===== config.mk =====
export PLATFORM = sky130hd
export DESIGN_NAME = spu_mast_pipe
export DESIGN_NICKNAME = d
export VERILOG_FILES = /design/src/rtl/spu_mast_pipe.sv
export SDC_FILE = /design/constraint.sdc
export NUM_CORES = 1
export LEC_CHECK = 0
export CORE_UTILIZATION = 46
export DETAILED_ROUTE_END_ITERATION = 16
export PLACE_DENSITY = 0.74
export SYNTH_ARGS = -nofsm -noshare
export SYNTH_HDL_FRONTEND = slang
export SYNTH_SLANG_ARGS = --single-unit
export TNS_END_PERCENT = 30

===== constraint.sdc =====
create_clock -name rclk -period 3.1 [get_ports rclk]
set_clock_uncertainty 0.2 [all_clocks]
set_input_delay 0.775 -clock rclk [delete_from_list [all_inputs] [get_ports rclk]]
set_output_delay 0.775 -clock rclk [all_outputs]
set_load 0.01 [all_outputs]

===== src/rtl/spu_mast_pipe.sv =====
// spu_mast_pipe: SPU modular-arithmetic store pipeline.
// Reads words from MA memory, writes them to the store buffer, and issues one
// store request per word. A credit limit (MAX_OUT) bounds the number of words
// that have been read but not yet acknowledged by the LSU.
//
// state    | meaning
// ---------+--------------------------------------------------------------
// ST_IDLE  | no operation since reset
// ST_RUN   | issuing memory reads while words remain
// ST_DRAIN | all reads issued; waiting for store requests and their acks
// ST_ABORT | terminated early; delay line flushed, waiting for pending acks
// ST_DONE  | operation complete; done/aborted flags held until next start
module spu_mast_pipe #(
  parameter int LEN_W   = 6,
  parameter int MAX_OUT = 2,
  parameter int RD_LAT  = 3
) (
  input  logic             rclk,
  input  logic             arst_l,
  input  logic             se,
  input  logic             spu_mactl_iss_pulse_dly,
  input  logic             mactl_stop,
  input  logic [LEN_W-1:0] spu_mactl_len,
  input  logic             streq_ack,
  input  logic             spu_wen_allma_stacks_ok,
  input  logic             spu_mactl_perr_set,
  input  logic             spu_mactl_stxa_force_abort,
  output logic             spu_mast_memren,
  output logic             spu_mast_maaddr_addrinc,
  output logic             spu_mast_stbuf_wen,
  output logic             spu_mast_streq,
  output logic             spu_mast_mpa_addrinc,
  output logic             spu_mast_done_set,
  output logic             spu_mast_aborted,
  output logic             spu_mast_busy
);

  localparam int CNT_W = $clog2(MAX_OUT + 1);

  typedef enum logic [2:0] {
    ST_IDLE  = 3'd0,
    ST_RUN   = 3'd1,
    ST_DRAIN = 3'd2,
    ST_ABORT = 3'd3,
    ST_DONE  = 3'd4
  } state_t;

  state_t            state_q, state_d;
  logic [LEN_W-1:0]  rem_q, rem_d;
  logic [RD_LAT-1:0] dl_q, dl_d;
  logic [CNT_W-1:0]  inflight_q, inflight_d;
  logic [CNT_W-1:0]  pend_q, pend_d;
  logic              mpa_q, mpa_d;
  logic              done_q, done_d;
  logic              done_dly_q, done_dly_d;
  logic              aborted_q, aborted_d;

  logic              start_ok;
  logic              abort_now;
  logic              memren;
  logic              streq;
  logic              ack_ok;
  logic [CNT_W:0]    outstanding;

  // Scan enable has no functional effect on this block.
  logic unused_se;
  assign unused_se = se;

  // A start is only honoured once the previous operation has finished.
  assign start_ok  = spu_mactl_iss_pulse_dly & mactl_stop &
                     ((state_q == ST_IDLE) || (state_q == ST_DONE));
  assign abort_now = (spu_mactl_perr_set | spu_mactl_stxa_force_abort) &
                     ((state_q == ST_RUN) || (state_q == ST_DRAIN));

  // Words in the read delay line plus words requested but not yet acked.
  assign outstanding = {1'b0, inflight_q} + {1'b0, pend_q};

  assign memren = (state_q == ST_RUN) && (rem_q != '0) &&
                  (outstanding < (CNT_W + 1)'(MAX_OUT)) && !abort_now;
  assign streq  = dl_q[RD_LAT-1] & ~abort_now;
  assign ack_ok = streq_ack & (pend_q != '0);

  // Datapath next-state: word counter, read delay line and credit counters.
  always_comb begin
    rem_d      = rem_q;
    dl_d       = {dl_q[RD_LAT-2:0], memren};
    inflight_d = inflight_q + CNT_W'(memren) - CNT_W'(dl_q[RD_LAT-1]);
    pend_d     = pend_q + CNT_W'(streq) - CNT_W'(ack_ok);
    mpa_d      = ack_ok & (state_q != ST_ABORT);
    done_dly_d = done_q;
    if (start_ok) begin
      rem_d = spu_mactl_len;
    end else if (abort_now) begin
      rem_d = '0;
    end else if (memren) begin
      rem_d = rem_q - LEN_W'(1);
    end
    if (abort_now) begin
      dl_d       = '0;
      inflight_d = '0;
    end
  end

  // FSM next-state plus the sticky done/aborted flags.
  always_comb begin
    state_d   = state_q;
    done_d    = done_q;
    aborted_d = aborted_q;
    case (state_q)
      ST_IDLE, ST_DONE: begin
        if (start_ok) begin
          state_d = (spu_mactl_len == '0) ? ST_DONE : ST_RUN;
        end
      end
      ST_RUN: begin
        if (abort_now) begin
          state_d = ST_ABORT;
        end else if (rem_d == '0) begin
          state_d = ST_DRAIN;
        end
      end
      ST_DRAIN: begin
        if (abort_now) begin
          state_d = ST_ABORT;
        end else if ((inflight_q == '0) && (pend_d == '0)) begin
          state_d = ST_DONE;
        end
      end
      ST_ABORT: begin
        if (pend_d == '0) begin
          state_d = ST_DONE;
        end
      end
      default: state_d = ST_IDLE;
    endcase
    if (start_ok) begin
      done_d    = 1'b0;
      aborted_d = 1'b0;
    end
    if (abort_now) begin
      aborted_d = 1'b1;
    end
    // A zero-length start re-enters DONE, so it also counts as an entry.
    if ((state_d == ST_DONE) && ((state_q != ST_DONE) || start_ok)) begin
      done_d = 1'b1;
    end
  end

  // State and counter registers.
  always_ff @(posedge rclk or negedge arst_l) begin
    if (!arst_l) begin
      state_q    <= ST_IDLE;
      rem_q      <= '0;
      dl_q       <= '0;
      inflight_q <= '0;
      pend_q     <= '0;
    end else begin
      state_q    <= state_d;
      rem_q      <= rem_d;
      dl_q       <= dl_d;
      inflight_q <= inflight_d;
      pend_q     <= pend_d;
    end
  end

  // Registered status outputs.
  always_ff @(posedge rclk or negedge arst_l) begin
    if (!arst_l) begin
      mpa_q      <= 1'b0;
      done_q     <= 1'b0;
      done_dly_q <= 1'b0;
      aborted_q  <= 1'b0;
    end else begin
      mpa_q      <= mpa_d;
      done_q     <= done_d;
      done_dly_q <= done_dly_d;
      aborted_q  <= aborted_d;
    end
  end

  assign spu_mast_memren         = memren;
  assign spu_mast_maaddr_addrinc = memren;
  assign spu_mast_stbuf_wen      = dl_q[0];
  assign spu_mast_streq          = streq;
  assign spu_mast_mpa_addrinc    = mpa_q;
  assign spu_mast_done_set       = done_dly_q & spu_wen_allma_stacks_ok;
  assign spu_mast_aborted        = aborted_q;
  assign spu_mast_busy           = (state_q == ST_RUN) || (state_q == ST_DRAIN) ||
                                   (state_q == ST_ABORT);

endmodule

==> impl_summary.log, run 1 <==
[metrics] outcome: finished, violations left
[metrics] violations in the final reports: negative setup slack
[metrics] maximum operating frequency: 301 MHz
[metrics] setup repair after global routing missed its margin: true
[metrics] critical hold path startpoint: done_dly_d$_DFFE_PN0P_
[metrics] Cell Area, Synth: 1220 um2
[metrics] sinks on the clock net: 20
[metrics] fraction of power consumed by sequential logic: 24.7%
[metrics] launching point of the worst reg2reg path: pend_q[0]$_DFF_PN0_
[metrics] instance area at placement: 1620 um2
[metrics] mean routed wirelength per cell: 14.4 um
[metrics] type of the tightest min-delay check: reg -> reg
[metrics] Total Routed Length: 2900 um
[metrics] most common cell after layout, fill and taps aside: sky130_fd_sc_hd__buf_4
[metrics] wire length of the first global-routing pass: 4820 um
[metrics] vertical die dimension: 53.4 um
[metrics] number of failing setup endpoints in the final timing report: 3
[metrics] number of cells traversed by the worst hold path: 0
[metrics] static leakage power: 0.801 nW
[metrics] element type at the critical path end: primary output
[metrics] area of the core region: 2500 um2
[metrics] number of search-and-repair iterations in the first detailed-routing pass: 4
[metrics] later-pin clock latency in the skew report: 0.31 ns
[metrics] Min Clock Period, post-route: 3.33 ns
[metrics] area of the die: 2860 um2
[metrics] worst slew margin relative to its limit: 50.7%
[metrics] Ys Warns: 0
[metrics] net switching power: 0.721 mW
[metrics] starting density of the core: 48.7%
[metrics] global route total overflow: 0
[metrics] final weighted congestion in routability-driven placement: 0.822
[metrics] post-synthesis area per instance: 9.98 um2
[metrics] flops & latches, synth: 20
[metrics] maximum level of the CTS H-tree: 1
[metrics] number of cells traversed by the worst register-to-register path: 10
[metrics] data required time of the critical path: 2.12 ns
[metrics] net count of the mapped netlist: 144
[metrics] final hold viol count: 0
[metrics] library cells used by synthesis: 40
[metrics] clock tree from TritonCTS: done
[metrics] type of the worst setup path: reg -> out
[metrics] drt first-iter violations: 22
[metrics] Final Slew Violations: 0
[metrics] Data arrival, critical path: 2.35 ns
[metrics] flop-to-flop setup slack: -0.13 ns
[metrics] Post-Layout Cell Count: 201
[metrics] post-DP HPWL: 2170 um
[metrics] internal portion of total power: 1.02 mW
[metrics] Longest Clk Path Bufs: 2
[metrics] number of antenna diodes: 0
[metrics] kind of start point of the critical path: flop
[metrics] Endpoint, Worst Hold: done_dly_q$_DFF_PN0_
[metrics] number of remaining DRC errors: 0
[metrics] Switching Fraction: 41.3%
[metrics] via count of the first global-routing pass: 1067
[metrics] total non-filler cell area in the finished layout: 1750 um2
[metrics] share of power burned in the clock network: 9.1%
[metrics] number of core rows: 18
[metrics] count of maximum capacitance violations: 0
[metrics] final layout net count: 194
[metrics] total global-route track usage: 23.9%
[metrics] die span in x: 53.4 um
[metrics] areal power density over the cells: 999 nW/um2
[metrics] maximum number of pins on one net before global-route repair: 21
[metrics] peak fanout along the critical path: 3
[metrics] fillcell total: 176
[metrics] DR vias/cell: 5.45
[metrics] highest-count cells in the layout ignoring fill and taps: sky130_fd_sc_hd__buf_4, sky130_fd_sc_hd__dfrtp_1, sky130_fd_sc_hd__clkdlybuf4s50_1
[metrics] total clock buffers created by CTS: 3
[metrics] aggregate negative setup slack: -0.574 ns
[metrics] final antenna-violating net count: 0
[metrics] layout overhead on the synthesized area: 43.5%
[metrics] number of antenna violations at the first check in global routing: 0
[metrics] transition time at the pin with the least slew margin: 0.729 ns
[metrics] Seq/Total Area, Yosys: 41.1%
[metrics] share of total power in combinational logic: 66.2%
[metrics] Ports: 23
[metrics] clock transition at the registers of the reported paths: 0.12 ns
[metrics] Cells after Synth: 122
[metrics] root buffer cell: sky130_fd_sc_hd__clkbuf_4
[metrics] share of the clock period used by the worst path: 107%
[metrics] PortBufs: 21
[metrics] Peak VDD IR: 0.000628 V
[metrics] Final WS setup: -0.228 ns
[metrics] Placed Cells: 192
[metrics] vias: 1096
[metrics] end of the worst register-to-register path: state_q[1]$_DFF_PN0_
[metrics] fraction of final layout cells with drive strength greater than 1: 28.7%
==> per-stage QoR <==
| stage | power, mW | utilization [%] | worst slack [ns] | hold WS, ns |
|---|---|---|---|---|
| 4_1_cts | 1.67 | 68.1 | -0.231 | 0.200 |
| 5_1_grt | 1.88 | 69.9 | -0.325 | 0.210 |
| 3_5_place_dp | 1.46 | 64.9 | -0.331 | 0.172 |
| 3_3_place_gp | 1.42 | 64.9 | -0.279 | 0.166 |
| 6_report | 1.74 | 69.9 | -0.228 | 0.196 |
| 2_1_floorplan | 1.05 | - | 0.0440 | 0.155 |
==> synthesized netlist by cell type (all sizes together) <==
library cell / instances / area [um2]
inv: 8 / 30.0
nand4: 1 / 6.26
a211o: 2 / 17.5
o211ai: 1 / 7.51
a31oi: 1 / 6.26
or3: 2 / 12.5
a31o: 1 / 8.76
o21a: 1 / 7.51
nor3b: 4 / 30.0
mux2i: 2 / 20.0
o311ai: 2 / 17.5
o21ai: 5 / 25.0
clkbuf: 3 / 11.3
or4b: 1 / 13.8
nand2: 4 / 15.0
nor3: 1 / 5.00
dfrtp: 20 / 500
or3b: 1 / 8.76
a2111oi: 1 / 8.76
a21o: 4 / 30.0
or4: 2 / 15.0
xor2: 1 / 8.76
fa: 1 / 20.0
nor4b: 1 / 8.76
nor2b: 7 / 43.8
a211oi: 1 / 20.0
nand4bb: 1 / 11.3
a22o: 1 / 8.76
a21oi: 4 / 20.0
buf: 3 / 26.3
and2: 1 / 6.26
nand2b: 2 / 12.5
nor4: 4 / 25.0
nor4bb: 1 / 10.0
ha: 6 / 75.1
nor2: 12 / 45.0
xnor2: 7 / 61.3
a21boi: 1 / 7.51
a311o: 1 / 10.0
==> power groups by stage <==
stage	Clock (mW)	Combinational, mW	Sequential, mW
finish	0.159	1.16	0.431
global route	0.173	1.27	0.444
CTS	0.162	1.08	0.427
detailed placement	0	1.02	0.433
global placement	0	0.991	0.430
floorplan	0	0.613	0.433
==> critical path, stage by stage (launching register included) <==
cell and delay, ns:
sky130_fd_sc_hd__dfrtp_1 0.41, sky130_fd_sc_hd__inv_2 0.07, sky130_fd_sc_hd__nor2_2 0.04, sky130_fd_sc_hd__fa_1 0.43, sky130_fd_sc_hd__or4b_4 0.55, sky130_fd_sc_hd__a211oi_4 0.18
sky130_fd_sc_hd__nor2b_4 0.23, sky130_fd_sc_hd__buf_6 0.13
==> routing by layer <==
metal,routed length (um),vias up,track usage [%]
met1,1290,534,30.2
met5,0,-,0
met4,63,0,8.77
met3,77,5,2.59
li1,-,534,-
met2,1470,23,41.3
==> registers in the layout, indices dropped and copies added, names as in the netlist <==
name,flops
rem_q,6
dl_q,3
state_q,3
inflight_q,2
pend_q,2
done_dly_d,1
done_dly_q,1
spu_mast_aborted,1
spu_mast_mpa_addrinc,1
==> how the worst max path moves through the flow <==
stage	from	to	slack, ns	depth (start not counted)
2_1_floorplan	pend_q[0]$_DFF_PN0_	spu_mast_memren	0.04	7
3_3_place_gp	pend_q[0]$_DFF_PN0_	spu_mast_memren	-0.28	7
3_5_place_dp	pend_q[0]$_DFF_PN0_	spu_mast_maaddr_addrinc	-0.33	7
4_1_cts	inflight_q[0]$_DFF_PN0_	spu_mast_maaddr_addrinc	-0.23	7
5_1_grt	inflight_q[0]$_DFF_PN0_	spu_mast_maaddr_addrinc	-0.33	7
6_report	pend_q[0]$_DFF_PN0_	spu_mast_maaddr_addrinc	-0.23	7
==> cells by family (layout without fill, tap and decap cells) <==
kind of cell    Yosys count  count (layout)  share of synthesized area, %
fa+ha+maj                 7               7                          7.81
simple gates             45              45                          22.1
xor+xnor                  8               8                          5.76
flops                    20              20                          41.1
mux                       2               2                          1.64
compound gates           26              26                          16.0
buf+inv                  14              63                          5.55
==> cell type report <==
cell class / instances / area (um2) / share of cell area [%]
sequential: 20 / 500 / 28.7
clock buffer: 4 / 36.3 / 2.08
timing repair buffer: 51 / 437 / 25.0
multi-input combinational: 88 / 706 / 40.4
inverter: 8 / 30.0 / 1.72
tap: 30 / 37.5 / 2.15
==> what timing repair did <==
item / 4_1_cts / 5_1_grt
pin swaps: 2 / 3
hold buffers: 0 / 0
buffers inserted: 3 / 2
endpoints found under the setup margin: 5 / 4
resized for setup: 14 / 9
(Power assumes the default switching activity.)
==> run 2: changes to the inputs <==
- SKIP_LAST_GASP: default -> 1
==> run 2 against run 1 <==
The run still ends with negative setup slack left. Critical path depth unchanged. Critical path type unchanged. Core utilization down 1.6 points. Critical endpoint unchanged. Largest cell class unchanged. Register-to-register slack about the same.
==> impl_summary.log, run 2 (synthesized netlist as in run 1, its figures left out) <==
[metrics] outcome: finished, violations left
[metrics] violations in the final reports: negative setup slack
[metrics] internal portion of total power: 1.00 mW (-2.1%)
[metrics] Worst path top cell family by delay: simple AND/OR/NAND/NOR gates
[metrics] mean routed wirelength per cell: 14.2 um (-1.7%)
[metrics] worst slew margin relative to its limit: 63.3% (+13 points)
[metrics] share of the clock period used by the worst path: 107% (-0.52 points)
[metrics] vias: 1081 (-1.4%)
[metrics] instance area at placement: 1620 um2 (unchanged)
[metrics] maximum operating frequency: 302 MHz (+0.49%)
[metrics] final layout net count: 194 (unchanged)
[metrics] Data arrival, critical path: 2.34 ns (about the same)
[metrics] flop-to-flop setup slack: -0.12 ns (about the same)
[metrics] static leakage power: 0.788 nW (-1.7%)
[metrics] maximum level of the CTS H-tree: 1 (unchanged)
[metrics] fillcell total: 179 (+1.7%)
[metrics] drt first-iter violations: 9 (-59%)
[metrics] Total Routed Length: 2850 um (-1.7%)
[metrics] Min Clock Period, post-route: 3.31 ns (-0.0162 ns)
[metrics] number of cells traversed by the worst hold path: 0 (unchanged)
[metrics] data required time of the critical path: 2.12 ns (about the same)
[metrics] clock tree from TritonCTS: done
[metrics] number of failing setup endpoints in the final timing report: 5 (+2)
[metrics] die span in x: 53.4 um (unchanged)
[metrics] most common cell after layout, fill and taps aside: sky130_fd_sc_hd__buf_4
[metrics] element type at the critical path end: primary output
[metrics] number of search-and-repair iterations in the first detailed-routing pass: 6 (+2)
[metrics] type of the worst setup path: reg -> out
[metrics] total non-filler cell area in the finished layout: 1710 um2 (-2.2%)
[metrics] Final WS setup: -0.211 ns (+0.0162 ns)
[metrics] number of core rows: 18 (unchanged)
[metrics] Setup crit start: pend_q[0]$_DFF_PN0_
[metrics] register ranked first by flip-flop count: rem_q
[metrics] worst setup slack after placement: -0.331 ns (unchanged)
[metrics] area of the multi-input gates: 666 um2 (-5.7%)
[metrics] area of the core region: 2500 um2 (unchanged)
[metrics] critical path, cell by cell: inv_2, nor2_2, fa_1, or4b_4, a211oi_4, nor2b_4, buf_6
[metrics] vertical die dimension: 53.4 um (unchanged)
[metrics] Final Slew Violations: 0 (unchanged)
[metrics] share of power burned in the clock network: 9.4% (+0.3 points)
[metrics] highest cell delay on the worst timing path: 0.55 ns (about the same)
[metrics] global route total overflow: 0 (unchanged)
[metrics] Ports: 23 (unchanged)
[metrics] total clock buffers created by CTS: 3 (unchanged)
[metrics] final worst hold slack: 0.197 ns (+0.000533 ns)
[metrics] maximum number of pins on one net before global-route repair: 21 (unchanged)
[metrics] PortBufs: 21 (unchanged)
[metrics] number of antenna violations at the first check in global routing: 0 (unchanged)
[metrics] starting density of the core: 48.7% (unchanged)
[metrics] wire length of the first global-routing pass: 4760 um (-1.1%)
[metrics] aggregate negative setup slack: -0.684 ns (-0.110 ns)
[metrics] areal power density over the cells: 978 nW/um2 (-2.1%)
[metrics] later-pin clock latency in the skew report: 0.30 ns (about the same)
[metrics] registers with the most flip-flops: rem_q x6, dl_q x3, state_q x3
[metrics] max reg flops: 6 (unchanged)
[metrics] fraction of final layout cells with drive strength greater than 1: 26.3% (-2.3 points)
[metrics] register cell area after layout: 500 um2 (unchanged)
[metrics] share of total power in combinational logic: 64.9% (-1.3 points)
[metrics] clock transition at the registers of the reported paths: 0.12 ns (about the same)
[metrics] number of antenna diodes: 0 (unchanged)
[metrics] highest-count cells in the layout ignoring fill and taps: sky130_fd_sc_hd__buf_4, sky130_fd_sc_hd__dfrtp_1, sky130_fd_sc_hd__clkdlybuf4s50_1
[metrics] fraction of power consumed by sequential logic: 25.8% (+1.1 points)
[metrics] Peak VDD IR: 0.000589 V (-6.3%)
[metrics] final antenna-violating net count: 0 (unchanged)
[metrics] critical hold path startpoint: done_dly_d$_DFFE_PN0P_
[metrics] layout overhead on the synthesized area: 40.3%
[metrics] type of the tightest min-delay check: reg -> reg
[metrics] total global-route track usage: 23.5% (-0.36 points)
[metrics] Switching Fraction: 40.0% (-1.3 points)
[metrics] Endpoint, Worst Hold: done_dly_q$_DFF_PN0_
[metrics] Longest Clk Path Bufs: 2 (unchanged)
[metrics] area of the die: 2860 um2 (unchanged)
[metrics] via count of the first global-routing pass: 1072 (+0.47%)
[metrics] setup repair after global routing missed its margin: true
[metrics] final weighted congestion in routability-driven placement: 0.822 (unchanged)
[metrics] end of the worst register-to-register path: state_q[1]$_DFF_PN0_
[metrics] peak fanout along the critical path: 3 (unchanged)
[metrics] number of buffers and inverters on the critical path: 2 (unchanged)
[metrics] hold buffer count at CTS: 0 (unchanged)
[metrics] count of maximum capacitance violations: 0 (unchanged)
[metrics] kind of start point of the critical path: flop
[metrics] number of cells traversed by the worst register-to-register path: 10 (unchanged)
[metrics] launching point of the worst reg2reg path: pend_q[0]$_DFF_PN0_
[metrics] transition time at the pin with the least slew margin: 0.536 ns (-0.193 ns)
[metrics] sinks on the clock net: 20 (unchanged)
[metrics] root buffer cell: sky130_fd_sc_hd__clkbuf_4
[metrics] Placed Cells: 192 (unchanged)
[metrics] final hold viol count: 0 (unchanged)
[metrics] net switching power: 0.668 mW (-7.4%)
[metrics] number of remaining DRC errors: 0 (unchanged)
[metrics] post-DP HPWL: 2170 um (unchanged)
[metrics] Slowest cell on crit path: sky130_fd_sc_hd__or4b_4
[metrics] DR vias/cell: 5.38 (-1.4%)
[metrics] Post-Layout Cell Count: 201 (unchanged)
run 2: changes by cell type in the layout (fill, tap and decap cells not counted), sizes merged:
cell / before / now
clkdlybuf4s50: 18 / 19
dlygate4sd2: 1 / 0
run 2: cell type report:
cell class | count | area share, %
multi-input cells | 88 | 39.0
repair buffers | 51 | 25.6
clock buffers | 4 | 2.12
well taps | 30 | 2.20
flip-flops and latches | 20 | 29.3
inverters | 8 | 1.76
run 2: repair_timing:
action / 4_1_cts / 5_1_grt
resized for setup: 10 / 4
setup buffers: 3 / 2
pin swaps: 2 / 0
gates cloned: 0 / 0
setup endpoints to repair: 5 / 7
run 2: power groups by stage:
stage                     registers, mW  logic [mW]  clock network (mW)
after global placement            0.430       0.991                   0
final                             0.430        1.08               0.157
after global routing              0.444        1.20               0.170
after floorplan                   0.433       0.613                   0
after CTS                         0.427        1.05               0.162
after detailed placement          0.433        1.02                   0
run 2: metal layers:
metal / share of wire [%] / up-vias / global-route usage [%] / routed length, um
met5: 0 / - / 0 / 0
met3: 2.7 / 5 / 2.59 / 76
met1: 46 / 523 / 29.8 / 1300
met4: 1.2 / 0 / 7.46 / 33
met2: 50 / 21 / 41.0 / 1440
li1: - / 532 / - / -
run 2: through the flow:
| stage | power [mW] | util [%] |
|---|---|---|
| floorplan | 1.05 | - |
| global placement | 1.42 | 64.9 |
| detailed placement | 1.46 | 64.9 |
| CTS | 1.64 | 67.4 |
| global route | 1.81 | 68.3 |
| finish | 1.67 | 68.3 |
run 2: worst max-delay path by stage:
| stage | slack (ns) | cells after the start | endpoint |
|---|---|---|---|
| floorplan | 0.04 | 7 | spu_mast_memren |
| finish | -0.21 | 7 | spu_mast_maaddr_addrinc |
| detailed placement | -0.33 | 7 | spu_mast_maaddr_addrinc |
| CTS | -0.23 | 7 | spu_mast_maaddr_addrinc |
| global placement | -0.28 | 7 | spu_mast_memren |
| global route | -0.30 | 7 | spu_mast_maaddr_addrinc |
==> run 3: changes to the inputs <==
- SETUP_SLACK_MARGIN: default -> 0.05
==> run 3 against run 2 <==
Register-to-register slack worse by 0.03 ns. The flow still finishes with violations (negative setup slack). Clock-buffer cell count did not move. Clock power about the same. Design area shrank 2.6%. Via count grew 1.4%. Global-route usage down 0.84 points. Core utilization fell by 1.8 points. Maximum frequency rose by 0.13%. Combinational power hardly changed. Routed wire length fell by 5.1%.
==> impl_summary.log, run 3 (synthesized netlist as in run 1, its figures left out) <==
[metrics] outcome: finished, violations left
[metrics] violations in the final reports: negative setup slack
[metrics] setup bufs post-CTS: 0 (-3)
[metrics] max reg flops: 6 (unchanged)
[metrics] sinks on the clock net: 20 (unchanged)
[metrics] element type at the critical path end: primary output
[metrics] registers with the most flip-flops: rem_q x6, dl_q x3, state_q x3
[metrics] Slowest cell on crit path: sky130_fd_sc_hd__or4b_4
[metrics] DR vias/cell: 5.59 (+4.0%)
[metrics] maximum number of pins on one net before global-route repair: 21 (unchanged)
[metrics] final hold viol count: 0 (unchanged)
[metrics] most common cell after layout, fill and taps aside: sky130_fd_sc_hd__buf_4
[metrics] highest-count cells in the layout ignoring fill and taps: sky130_fd_sc_hd__buf_4, sky130_fd_sc_hd__dfrtp_1, sky130_fd_sc_hd__clkdlybuf4s50_1
[metrics] final weighted congestion in routability-driven placement: 0.888 (+8.0%)
[metrics] post-DP HPWL: 2140 um (-1.2%)
[metrics] utilization after layout: 66.6% (-1.8 points)
[metrics] count of maximum capacitance violations: 0 (unchanged)
[metrics] total clock buffers created by CTS: 3 (unchanged)
[metrics] final antenna-violating net count: 0 (unchanged)
[metrics] via count of the first global-routing pass: 1099 (+2.5%)
[metrics] PortBufs: 21 (unchanged)
[metrics] number of failing setup endpoints in the final timing report: 5 (unchanged)
[metrics] vias: 1096 (+1.4%)
[metrics] kind of start point of the critical path: flop
[metrics] highest cell delay on the worst timing path: 0.52 ns (-0.03 ns)
[metrics] fillcell total: 210 (+17%)
[metrics] clock tree from TritonCTS: done
[metrics] number of remaining DRC errors: 0 (unchanged)
[metrics] number of antenna violations at the first check in global routing: 0 (unchanged)
[metrics] transition time at the pin with the least slew margin: 0.558 ns (+0.0223 ns)
[metrics] Worst path top cell family by delay: simple AND/OR/NAND/NOR gates
[metrics] Data arrival, critical path: 2.33 ns (about the same)
[metrics] vertical die dimension: 53.4 um (unchanged)
[metrics] maximum operating frequency: 302 MHz (+0.13%)
[metrics] Peak VDD IR: 0.000513 V (-13%)
[metrics] drt first-iter violations: 18 (+9)
[metrics] clock transition at the registers of the reported paths: 0.11 ns (about the same)
[metrics] wire length of the first global-routing pass: 4560 um (-4.2%)
[metrics] setup repair after global routing missed its margin: true
[metrics] total non-filler cell area in the finished layout: 1660 um2 (-2.6%)
[metrics] Total Routed Length: 2710 um (-5.1%)
[metrics] Ports: 23 (unchanged)
[metrics] Longest Clk Path Bufs: 2 (unchanged)
[metrics] Min Clock Period, post-route: 3.31 ns (-0.00430 ns)
[metrics] instance area at placement: 1620 um2 (unchanged)
[metrics] type of the worst setup path: reg -> out
[metrics] areal power density over the cells: 984 nW/um2 (+0.57%)
[metrics] number of search-and-repair iterations in the first detailed-routing pass: 4 (-2)
[metrics] peak fanout along the critical path: 3 (unchanged)
[metrics] number of buffers and inverters on the critical path: 2 (unchanged)
[metrics] worst slew margin relative to its limit: 61.8% (-1.5 points)
[metrics] static leakage power: 0.763 nW (-3.2%)
[metrics] layout overhead on the synthesized area: 36.7%
[metrics] hold buffer count at CTS: 0 (unchanged)
[metrics] area of the die: 2860 um2 (unchanged)
[metrics] number of antenna diodes: 0 (unchanged)
[metrics] Final WS setup: -0.207 ns (+0.00430 ns)
[metrics] total global-route track usage: 22.7% (-0.84 points)
[metrics] register cell area after layout: 500 um2 (unchanged)
[metrics] mean routed wirelength per cell: 13.8 um (-2.7%)
[metrics] number of core rows: 18 (unchanged)
[metrics] root buffer cell: sky130_fd_sc_hd__clkbuf_4
[metrics] type of the tightest min-delay check: reg -> reg
[metrics] maximum level of the CTS H-tree: 1 (unchanged)
[metrics] share of the clock period used by the worst path: 107% (-0.14 points)
[metrics] area of the core region: 2500 um2 (unchanged)
[metrics] critical path, cell by cell: inv_2, nor2_2, fa_1, or4b_4, a211oi_4, nor2b_4, buf_6
[metrics] register ranked first by flip-flop count: rem_q
[metrics] fraction of final layout cells with drive strength greater than 1: 23.5% (-2.8 points)
[metrics] later-pin clock latency in the skew report: 0.31 ns (about the same)
[metrics] starting density of the core: 48.7% (unchanged)
[metrics] data required time of the critical path: 2.12 ns (about the same)
[metrics] Final Slew Violations: 0 (unchanged)
[metrics] area of the multi-input gates: 659 um2 (-0.94%)
[metrics] final layout net count: 189 (-2.6%)
[metrics] die span in x: 53.4 um (unchanged)
[metrics] global route total overflow: 0 (unchanged)
## run 3: final timing paths
check,startpoint,end,slack [ns],depth (start not counted)
worst max-delay path,inflight_q[0]$_DFF_PN0_,spu_mast_maaddr_addrinc,-0.21,7
worst max register to register,inflight_q[0]$_DFF_PN0_,state_q[1]$_DFF_PN0_,-0.15,10
min in group asynchronous,arst_l,state_q[2]$_DFF_PN0_,0.61,2
worst min-delay path,done_dly_d$_DFFE_PN0P_,done_dly_q$_DFF_PN0_,0.19,0
max in group asynchronous,arst_l,rem_q[4]$_DFF_PN0_,1.89,2
worst min register to register,done_dly_d$_DFFE_PN0P_,done_dly_q$_DFF_PN0_,0.19,0
## run 3: layout make-up
class | instances | share of cell area, %
multi-input combinational | 88 | 39.6
sequential | 20 | 30.1
timing repair buffer | 46 | 24.1
tap | 30 | 2.26
clock buffer | 4 | 2.18
inverter | 8 | 1.80
## run 3: through the flow
step | setup WS, ns | std cells | hold WS, ns | power (mW) | TNS, ns
3_3_place_gp | -0.278 | 192 | 0.166 | 1.44 | -0.982
3_5_place_dp | -0.297 | 192 | 0.169 | 1.47 | -1.20
4_1_cts | -0.226 | 196 | 0.194 | 1.63 | -0.898
2_1_floorplan | 0.0518 | 122 | 0.155 | 1.05 | 0
5_1_grt | -0.324 | 196 | 0.217 | 1.77 | -1.47
6_report | -0.207 | 196 | 0.192 | 1.64 | -0.778
## run 3: worst register-to-register path: cells and delay by family (launching register included)
family          cells  cell delay [ns]
xor+xnor            1             0.18
buf+inv             2             0.24
fa+ha+maj           1             0.43
simple gates        4             1.43
compound gates      2             0.30
flops               1             0.41
## run 3: routing by layer
layer	routed length, um	share of wire (%)	GRT usage [%]
met1	1180	43	28.3
met2	1360	50	38.1
met3	111	4.1	2.87
met4	60	2.2	10.5
met5	0	0	0
## run 3: timing repair
item | CTS | global route
endpoints found under the hold margin | 0 | 0
gates resized for setup | 8 | 5
setup endpoints to repair | 5 | 7
pin swaps | 3 | 2
## run 3: power breakdown
part           internal, mW  switching, mW  leakage [nW]  total (mW)
Sequential            0.361         0.0678         0.254       0.429
Clock                0.0718         0.0817        0.0210       0.154
Combinational         0.557          0.497         0.488        1.05
